<file path="src/rtl/deser_fifo_pkg.sv">
// Shared constants and helpers for the serial-to-parallel receiver and its word queue.
package deser_fifo_pkg;

    localparam bit BIT_ORDER_LSB  = 1'b0;
    localparam bit BIT_ORDER_MSB  = 1'b1;
    localparam bit DEQ_MODE_EDGE  = 1'b0;
    localparam bit DEQ_MODE_LEVEL = 1'b1;

    function automatic int len_width(input int depth);
        return $clog2(depth + 1);
    endfunction

endpackage

</file>
<file path="src/rtl/deser_fifo_if.sv">
// Bit-input / word-output bus of deser_fifo; master drives bits and pops, slave returns words and status.
interface deser_fifo_if
    import deser_fifo_pkg::*;
#(
    parameter int WIDTH = 8,
    parameter int DEPTH = 8
);
    localparam int LEN_W = len_width(DEPTH);

    logic             data_in;
    logic             write_in;
    logic             status_out;
    logic             dequeue_in;
    logic             flush_in;
    logic [WIDTH-1:0] data_out;
    logic [LEN_W-1:0] len_out;
    logic             overflow_out;

    modport master (
        output data_in, write_in, dequeue_in, flush_in,
        input  status_out, data_out, len_out, overflow_out
    );

    modport slave (
        input  data_in, write_in, dequeue_in, flush_in,
        output status_out, data_out, len_out, overflow_out
    );

endinterface

</file>
<file path="src/rtl/deser_fifo_word_fifo.sv">
// First-word-fall-through word queue with flush; occupancy is a separate 0..DEPTH counter.
module word_fifo
    import deser_fifo_pkg::*;
#(
    parameter int  WIDTH = 8,
    parameter int  DEPTH = 8,
    localparam int LEN_W = len_width(DEPTH),
    localparam int PTR_W = $clog2(DEPTH)
) (
    input  logic             clock,
    input  logic             reset,
    input  logic             push,
    input  logic             pop,
    input  logic             flush,
    input  logic [WIDTH-1:0] wdata,
    output logic [WIDTH-1:0] data_out,
    output logic [LEN_W-1:0] len_out,
    output logic [LEN_W-1:0] len_next,
    output logic             full
);

    logic [WIDTH-1:0] mem_q [DEPTH];
    logic [PTR_W-1:0] wr_ptr_q, wr_ptr_d;
    logic [PTR_W-1:0] rd_ptr_q, rd_ptr_d;
    logic [LEN_W-1:0] count_q, count_d;
    logic             do_push;
    logic             do_pop;

    assign full    = (count_q == LEN_W'(DEPTH));
    assign do_push = push && !full && !flush;
    assign do_pop  = pop && (count_q != '0) && !flush;

    always_comb begin
        wr_ptr_d = wr_ptr_q;
        rd_ptr_d = rd_ptr_q;
        count_d  = count_q;
        if (flush) begin
            wr_ptr_d = '0;
            rd_ptr_d = '0;
            count_d  = '0;
        end else begin
            if (do_push) wr_ptr_d = wr_ptr_q + PTR_W'(1);
            if (do_pop)  rd_ptr_d = rd_ptr_q + PTR_W'(1);
            case ({do_push, do_pop})
                2'b10:   count_d = count_q + LEN_W'(1);
                2'b01:   count_d = count_q - LEN_W'(1);
                default: count_d = count_q;
            endcase
        end
    end

    always_ff @(posedge clock) begin
        if (reset) begin
            wr_ptr_q <= '0;
            rd_ptr_q <= '0;
            count_q  <= '0;
        end else begin
            wr_ptr_q <= wr_ptr_d;
            rd_ptr_q <= rd_ptr_d;
            count_q  <= count_d;
        end
    end

    // NOTE: storage is not reset; data_out is masked by the occupancy count so stale entries never show.
    always_ff @(posedge clock) begin
        if (do_push) mem_q[wr_ptr_q] <= wdata;
    end

    assign data_out = (count_q == '0) ? '0 : mem_q[rd_ptr_q];
    assign len_out  = count_q;
    assign len_next = count_d;

endmodule

</file>
<file path="src/rtl/deser_fifo.sv">
// Serial bit assembler feeding a word FIFO, with dequeue edge/level mode, flush and sticky overflow.
module deser_fifo
    import deser_fifo_pkg::*;
#(
    parameter int WIDTH     = 8,
    parameter int DEPTH     = 8,
    parameter bit MSB_FIRST = BIT_ORDER_MSB,
    parameter bit DEQ_LEVEL = DEQ_MODE_EDGE
) (
    input  logic         clock,
    input  logic         reset,
    deser_fifo_if.slave  bus
);

    localparam int LEN_W = len_width(DEPTH);
    localparam int CNT_W = $clog2(WIDTH);

    logic [CNT_W-1:0] bit_cnt_q, bit_cnt_d;
    logic [WIDTH-1:0] shift_q, shift_d;
    logic             overflow_q, overflow_d;
    logic             status_q, status_d;
    logic             dq_prev_q, dq_prev_d;

    logic [WIDTH-1:0] shifted;
    logic             accept;
    logic             pop_req;
    logic             fifo_push;
    logic             fifo_pop;
    logic             fifo_full;
    logic [LEN_W-1:0] len_next;

    always_comb begin
        bit_cnt_d  = bit_cnt_q;
        shift_d    = shift_q;
        overflow_d = overflow_q;
        dq_prev_d  = bus.dequeue_in;
        fifo_push  = 1'b0;
        fifo_pop   = 1'b0;

        if (MSB_FIRST == BIT_ORDER_LSB) shifted = {bus.data_in, shift_q[WIDTH-1:1]};
        else                            shifted = {shift_q[WIDTH-2:0], bus.data_in};

        accept  = bus.write_in && status_q;
        pop_req = (DEQ_LEVEL == DEQ_MODE_LEVEL) ? bus.dequeue_in
                                                : (bus.dequeue_in && !dq_prev_q);

        if (bus.flush_in) begin
            bit_cnt_d  = '0;
            shift_d    = '0;
            overflow_d = 1'b0;
        end else begin
            fifo_pop = pop_req;
            if (accept) begin
                if (bit_cnt_q == CNT_W'(WIDTH - 1)) begin
                    fifo_push = !fifo_full;
                    bit_cnt_d = '0;
                    shift_d   = '0;
                end else begin
                    bit_cnt_d = bit_cnt_q + CNT_W'(1);
                    shift_d   = shifted;
                end
            end else if (bus.write_in) begin
                overflow_d = 1'b1;
            end
        end
    end

    // Ready is registered from next-cycle occupancy, so it is low in exactly the cycles the queue is full.
    assign status_d = (len_next < LEN_W'(DEPTH));

    always_ff @(posedge clock) begin
        if (reset) begin
            bit_cnt_q  <= '0;
            shift_q    <= '0;
            overflow_q <= 1'b0;
            status_q   <= 1'b0;
            dq_prev_q  <= 1'b0;
        end else begin
            bit_cnt_q  <= bit_cnt_d;
            shift_q    <= shift_d;
            overflow_q <= overflow_d;
            status_q   <= status_d;
            dq_prev_q  <= dq_prev_d;
        end
    end

    word_fifo #(
        .WIDTH (WIDTH),
        .DEPTH (DEPTH)
    ) u_word_fifo (
        .clock    (clock),
        .reset    (reset),
        .push     (fifo_push),
        .pop      (fifo_pop),
        .flush    (bus.flush_in),
        .wdata    (shifted),
        .data_out (bus.data_out),
        .len_out  (bus.len_out),
        .len_next (len_next),
        .full     (fifo_full)
    );

    assign bus.status_out   = status_q;
    assign bus.overflow_out = overflow_q;

endmodule

</file>
<file path="src/flat_wrapper.sv">
// flat-port wrapper written by rule: the top's interface ports become plain ports
module deser_fifo_flat import deser_fifo_pkg::*;
#(
    parameter int WIDTH     = 8,
    parameter int DEPTH     = 8,
    parameter bit MSB_FIRST = BIT_ORDER_MSB,
    parameter bit DEQ_LEVEL = DEQ_MODE_EDGE
)
  (clock, reset, bus_data_in, bus_write_in, bus_dequeue_in, bus_flush_in, bus_status_out, bus_data_out, bus_len_out, bus_overflow_out);
  deser_fifo_if #(.WIDTH(WIDTH), .DEPTH(DEPTH)) bus_i ();
  input  logic clock;
  input  logic reset;
  input wire logic [$bits(bus_i.data_in)-1:0] bus_data_in;
  input wire logic [$bits(bus_i.write_in)-1:0] bus_write_in;
  input wire logic [$bits(bus_i.dequeue_in)-1:0] bus_dequeue_in;
  input wire logic [$bits(bus_i.flush_in)-1:0] bus_flush_in;
  output wire logic [$bits(bus_i.status_out)-1:0] bus_status_out;
  output wire logic [$bits(bus_i.data_out)-1:0] bus_data_out;
  output wire logic [$bits(bus_i.len_out)-1:0] bus_len_out;
  output wire logic [$bits(bus_i.overflow_out)-1:0] bus_overflow_out;
  assign bus_i.data_in = bus_data_in;
  assign bus_i.write_in = bus_write_in;
  assign bus_i.dequeue_in = bus_dequeue_in;
  assign bus_i.flush_in = bus_flush_in;
  assign bus_status_out = bus_i.status_out;
  assign bus_data_out = bus_i.data_out;
  assign bus_len_out = bus_i.len_out;
  assign bus_overflow_out = bus_i.overflow_out;
  deser_fifo #(.WIDTH(WIDTH), .DEPTH(DEPTH), .MSB_FIRST(MSB_FIRST), .DEQ_LEVEL(DEQ_LEVEL)) u_core (.clock(clock), .reset(reset), .bus(bus_i));
endmodule
</file>
<file path="config.mk">
export PLATFORM = sky130hd
export DESIGN_NAME = deser_fifo_flat
export DESIGN_NICKNAME = d
export VERILOG_FILES = /design/src/rtl/deser_fifo_pkg.sv /design/src/rtl/deser_fifo_if.sv /design/src/rtl/deser_fifo_word_fifo.sv /design/src/rtl/deser_fifo.sv /design/src/flat_wrapper.sv
export SDC_FILE = /design/constraint.sdc
export NUM_CORES = 1
export LEC_CHECK = 0
export BUFFER_PORTS_ARGS = -buffer_cell sky130_fd_sc_hd__buf_2
export CAP_MARGIN = 20
export CORE_MARGIN = 1.5
export CORE_UTILIZATION = 60
export CTS_BUF_LIST = sky130_fd_sc_hd__clkbuf_16
export DETAILED_ROUTE_END_ITERATION = 12
export HOLD_SLACK_MARGIN = 0.05
export PLACE_DENSITY = 0.75
export RECOVER_POWER = 50
export SLEW_MARGIN = 15
export SYNTH_ARGS = -nofsm -noshare
export SYNTH_HDL_FRONTEND = slang
export SYNTH_SLANG_ARGS = --single-unit
</file>
<file path="constraint.sdc">
create_clock -name clock -period 5.65 [get_ports clock]
set_input_delay 1.4125 -clock clock [delete_from_list [all_inputs] [get_ports clock]]
set_output_delay 1.4125 -clock clock [all_outputs]
set_load 0.1 [all_outputs]
</file>
Word-level counts from Yosys, hierarchy flattened --
Memory sizes are Yosys's and may differ from the RTL's. A register that Yosys moved wholly into a read port is not among the register bits. Cells that the tools add are included.
Storage, ports and cells: logic and storage cells 46, memory bits (writable) 64, register bits 23, memories kept 1
Operators by class: reduce and logical (&&, ||, !) cells 13, order comparisons 1, add/sub/neg operators 5, multiplexer cells 13, equality and inequality tests 4, bitwise logic cells 1
Memory list:
- u_core.u_word_fifo.mem_q | depth 8, bits a word 8, rd ports 1, clocked after Yosys merged registers in 1, wr ports 1, RTL line deser_fifo_word_fifo.sv:22 | logic [WIDTH-1:0] mem_q [DEPTH];
Operator list (count):
- $add 3x1->3 const B | 3
- $mux 3 | 3
- $mux 8 | 1
- $pmux 4 s2 | 1
- $mux 7 | 1
- $logic_and 1x1->1 | 6
- $mux 1 | 6
- $add 4x1->4 const B | 1
- $eq 4x4->1 const B | 1
- $logic_not 4->1 | 1
- $lt 4x4->1 const B | 1
- $mux 4 | 1
- $reduce_bool 4->1 | 1
- $sub 4x1->4 const B | 1
- $eq 3x3->1 const B | 1
- $logic_not 1->1 | 3
- $eq 2x1->1 const B | 1
- $eq 2x2->1 const B | 1
- $reduce_and 2->1 | 1
- $reduce_or 2->1 | 1
- $not 1->1 | 1

Logic depth before layout (Yosys ltp) --
depth in word-level cells 11, gate-level depth with buffers 12

Modules after synthesis --
From an unflattened synthesis, not the netlist that was laid out.
Second synthesis, totals: cells, all modules 248, area total of the unflattened synthesis 3885.0 sq um
By module, submodules not included:
- word_fifo | times used 1, cells each 189, area an instance 3220.6 sq um
- deser_fifo | times used 1, cells each 59, area an instance 664.4 sq um

Least setup slack after synthesis --
No wires, ideal clock.
path kind reg2out, start register u_core.u_word_fifo.count_q[0], in the netlist u_core.u_word_fifo.len_out[0], end output port bus_data_out[0], buffers on the path 0, slack 1.612 ns, data arrival time 2.626 ns, stages on the path, launching flop included 3, cell sequence dfxtp_1 > nor4_2 > nor2_1
On the way: longest elaborated chain between the ends 2
RTL lines:
- start: declaration | RTL line deser_fifo_word_fifo.sv:25 | logic [LEN_W-1:0] count_q, count_d;
- start signal: assignment | RTL line deser_fifo_word_fifo.sv:60 | count_q <= count_d;
- $logic_not 4->1 | RTL line deser_fifo_word_fifo.sv:69 | assign data_out = (count_q == '0) ? '0 : mem_q[rd_ptr_q];
- $mux 8 | RTL line deser_fifo_word_fifo.sv:69
- end: declaration | RTL line flat_wrapper.sv:18 | output wire logic [$bits(bus_i.data_out)-1:0] bus_data_out;
No other way between the ends.

Final worst setup path --
start input port bus_write_in, end register u_core.status_q, in the netlist u_core.bus.status_out
On the way: longest elaborated chain between the ends 9, elaborated cells on any way between the ends 10, those cells by class 1 x order compare; 2 x eq/ne; 4 x mux; 3 x reduce/logical
RTL lines:
- start: declaration | RTL line flat_wrapper.sv:14 | input wire logic [$bits(bus_i.write_in)-1:0] bus_write_in;
- $logic_and 1x1->1 * | RTL line deser_fifo.sv:43 | accept = bus.write_in && status_q;
- $mux 1 * | RTL line deser_fifo.sv:53 | if (accept) begin
- $mux 1 * | RTL line deser_fifo.sv:47 | if (bus.flush_in) begin
- $logic_and 1x1->1 * (2 in a row) | RTL line deser_fifo_word_fifo.sv:30 | assign do_push = push && !full && !flush;
- $eq 2x1->1 or $eq 2x2->1 (tied branches) | RTL line deser_fifo_word_fifo.sv:44 | case ({do_push, do_pop})
- $pmux 4 s2 * | RTL line deser_fifo_word_fifo.sv:44
- $mux 4 * | RTL line deser_fifo_word_fifo.sv:37 | if (flush) begin
- $lt 4x4->1 * | RTL line deser_fifo.sv:69 | assign status_d = (len_next < LEN_W'(DEPTH));
- end signal: assignment | RTL line deser_fifo.sv:82 | status_q <= status_d;
- end: declaration | RTL line deser_fifo.sv:21 | logic status_q, status_d;
Every way passes the cells marked *; elsewhere a longest branch is shown, timed or not. A chain may end at the register's enable or synchronous reset.

==> impl_metrics.py <==
metrics = {
    "clock_network": {
        "numCtsBuffers": 9,
        "cts-root-buf": "clkbuf_16",
        "cts_tree": "built",
        "cts_buffer_depth": 2,
        "clkSinkCount": 90,
        "clk-insertion-delay-late_ns": 0.33,
        "holdBufCountCts": 0,
        "htreeDepth": 3,
        "post_cts_buffers": 0,
        "cts.clk_slew.worst_paths_ns": 0.06,
        "cts-resized-gates": 0,
    },
    "sta": {
        "tns_ns": 0,
        "finalCritPeriodShare_pct": 72.80,
        "slew-limit-headroom_pct": 31.12,
        "rsz0062_at_grt": "no",
        "hold_violations": 0,
        "post-route-min-period_ns": 4.113,
        "worstMarginPinSlew_ns": 1.030,
        "max_freq_ghz": 0.2431,
        "setup_violations": 0,
        "fin_worst_skew_ns": 0.004781,
        "slew_violations": 0,
    },
    "finish": {
        "seq_area_um2": 2442,
        "multiInputGateArea_um2": 1129,
        "design_area_um2": 4148,
        "layout-drive-gt1-share_pct": 22.01,
        "areaGrowthSynthToFinish_pct": 13.80,
        "nFillCells": 405,
        "n_antenna_cell": 0,
        "nets": 277,
    },
    "route": {
        "drt_iter0_drc": 209,
        "ant_nets": 0,
        "avgViaCountPerCell": 5.808,
        "routed_wl_um": 6387,
        "drtPass1Iterations": 4,
        "vias": 1992,
        "wl_per_cell_um": 18.62,
        "drc": 0,
    },
    "setup_path": {
        "r2r-start": "u_core.bit_cnt_q[0]$_SDFFE_PP0N_",
        "endpoint_kind": "flip-flop",
        "reg2reg_to": "u_core.bus.status_out$_SDFF_PP0_",
        "crit_path_cell_trace": "buf_2 > nand2_2 > nor4b_1 > inv_2 > ha_1 > ha_1 > o211a_1 > nor3_1 > or4_1 > o211a_1",
        "worstPathRequired_ns": 5.88,
        "ff2ff_path_depth": 10,
        "cp_max_fo": 19,
        "worstPathArrival_ns": 4.34,
        "crit_buf_inv": 2,
        "crit_slowest_cell": "nor4b_1",
        "startpoint": "bus_write_in",
        "cp-start-kind": "input port",
        "critical_path.top_delay_family": "simple AND/OR/NAND/NOR gates",
        "r2r_slack_ns": 2.12,
        "slowest_delay_ns": 0.83,
        "crit_type": "in2reg",
    },
    "synth": {
        "synthAdderAreaFrac_pct": 2.746,
        "synth_top_area_share_pct": 52.73,
        "muxShareOfSynthArea_pct": 13.18,
        "synth_area_leaders": "edfxtp_1, dfxtp_1, mux4_2",
        "synth_ff_type": "edfxtp_1",
        "synth-seq-cells": 90,
        "avgSynthCellArea_um2": 15.44,
        "synth_xor_area_share_pct": 1.442,
        "ys_seq_area_share_pct": 67.01,
        "synth_top_family_by_area": "multiplexers",
        "synth_top_area_cell": "edfxtp_1",
        "syn_nets": 250,
        "synth_edf_count": 64,
        "yosysUniqueCellTypes": 36,
        "netlist_instances": 236,
        "synth_area_um2": 3645,
        "synth-simple-area-share_pct": 10.33,
        "ys_warn_count": 0,
        "synth-compound-area-share_pct": 3.330,
        "async_reset_ff_share_pct": 0,
    },
    "grt": {
        "grt_max_degree": 20,
        "grt_pass1_wl_um": 9811,
        "antenna_found_initial": 0,
        "grt-ovfl-total": 0,
        "grt.total_usage_pct": 21.79,
        "first_global_vias": 1896,
    },
    "placement": {
        "hpwl_um": 3837,
        "io_buffer_count": 19,
        "placed_area_um2": 3850,
        "place.gp.congestion": 0.7375,
    },
    "hold_path": {
        "hold_start": "u_core.bit_cnt_q[1]$_SDFFE_PP0N_",
        "hold_path.class": "reg2reg",
        "holdPathEnd": "u_core.bit_cnt_q[1]$_SDFFE_PP0N_",
        "hold_depth": 2,
    },
    "power": {
        "irDropWorstVdd_mv": 0.1948,
        "power_density_nw_per_um2": 317.0,
        "p_leak_nw": 1.424,
    },
    "floorplan": {
        "start_util_pct": 61.93,
        "row_count": 28,
        "fp.dieH_um": 80.94,
        "die_w_um": 80.94,
        "io_pins": 20,
        "die_area_um2": 6551,
        "core-area_um2": 5886,
    },
    "run_status": {
        "status": "finished clean",
    },
    "flow_run": {
        "drv_cap": 0,
    },
}
==> layout make-up <==
type | instances | share of cell area [%]
flip-flops and latches | 90 | 58.88
multi-input cells | 130 | 27.21
clock buffers | 10 | 6.033
repair buffers | 28 | 3.922
well taps | 75 | 2.262
clock inverters | 6 | 1.327
inverters | 4 | 0.3620
==> tightest hold or removal path, delay by kind of cell (launching register included) <==
family | cells | cell delay [ns]
flip-flops | 1 | 0.31
AO/OA/AOI/OAI | 1 | 0.05
AND/OR/NAND/NOR | 1 | 0.05
==> per-stage QoR <==
stage	total power, mW	utilization [%]	hold WS, ns	instances	setup WS [ns]
floorplan	0.7273	-	0.4400	236	1.612
global placement	0.7331	65.41	0.4464	326	1.842
detailed placement	0.7337	65.41	0.4565	326	1.738
CTS	1.324	70.60	0.4645	342	1.683
global route	1.350	70.47	0.4855	343	1.208
finish	1.315	70.47	0.4642	343	1.537
==> synth_stat cells, types with 2 or more instances <==
master,n
a21oi_1,15
or4_1,2
ha_1,8
edfxtp_1,64
nand2_1,9
nor3_1,4
nor2b_1,3
inv_1,3
nor3b_1,9
buf_2,2
clkbuf_1,5
nor2_1,27
o211a_1,2
o21ai_0,2
nand3_1,2
buf_1,3
xor2_1,4
dfxtp_1,26
mux2i_1,12
xnor2_1,2
nor4b_1,2
mux4_2,16
==> cells in the final DEF (no fill, tap or decap), types with 7 or more instances in the layout <==
cell type,n
buf_4,7
mux4_2,16
nand2_1,9
ha_1,8
edfxtp_1,64
dfxtp_1,26
clkbuf_16,10
buf_2,16
a21oi_1,15
nor2_1,27
nor3b_1,9
mux2i_1,12
==> cell families (layout without fill, tap and decap cells) <==
kind of cell    count (synthesis)  count (layout)
buf+inv                        16              48
xor+xnor                        6               6
mux                            28              28
flops                          90              90
compound gates                 21              21
fa+ha+maj                       8               8
simple gates                   67              67
==> worst max path at each step <==
stage,end,slack (ns),cells after the start
after floorplan,bus_data_out[0],1.61,2
after global placement,u_core.bus.status_out$_SDFF_PP0_,1.84,10
after detailed placement,u_core.bus.status_out$_SDFF_PP0_,1.74,10
after CTS,bus_data_out[5],1.68,4
after global routing,u_core.bus.status_out$_SDFF_PP0_,1.21,10
final,u_core.bus.status_out$_SDFF_PP0_,1.54,10
==> state kept, by name, summed over array words and instances (netlist names), named ones only <==
register,flops
u_core.u_word_fifo.mem_q,64
u_core.bus.status_out,1
u_core.bus.overflow_out,1
u_core.dq_prev_q,1
u_core.u_word_fifo.len_out,4
u_core.bit_cnt_q,3
u_core.u_word_fifo.rd_ptr_q,3
u_core.shift_q,7
u_core.u_word_fifo.wr_ptr_q,3
==> report_power, final <==
group	internal [mW]	total [mW]	switching [mW]
Sequential	0.700	0.702	0.00139
Combinational	0.00367	0.0167	0.0130
Clock	0.365	0.597	0.231
Total	1.07	1.31	0.246
==> metal layers <==
layer,vias up,wire length (µm),share of wire [%],global-route usage [%]
met1,978,2727,43,27.05
met3,13,233,3.6,3.708
met4,0,158,2.5,11.90
li1,956,-,-,-
met2,45,3268,51,36.50
met5,-,0,0,0
Power figures use the tool's default switching activity.
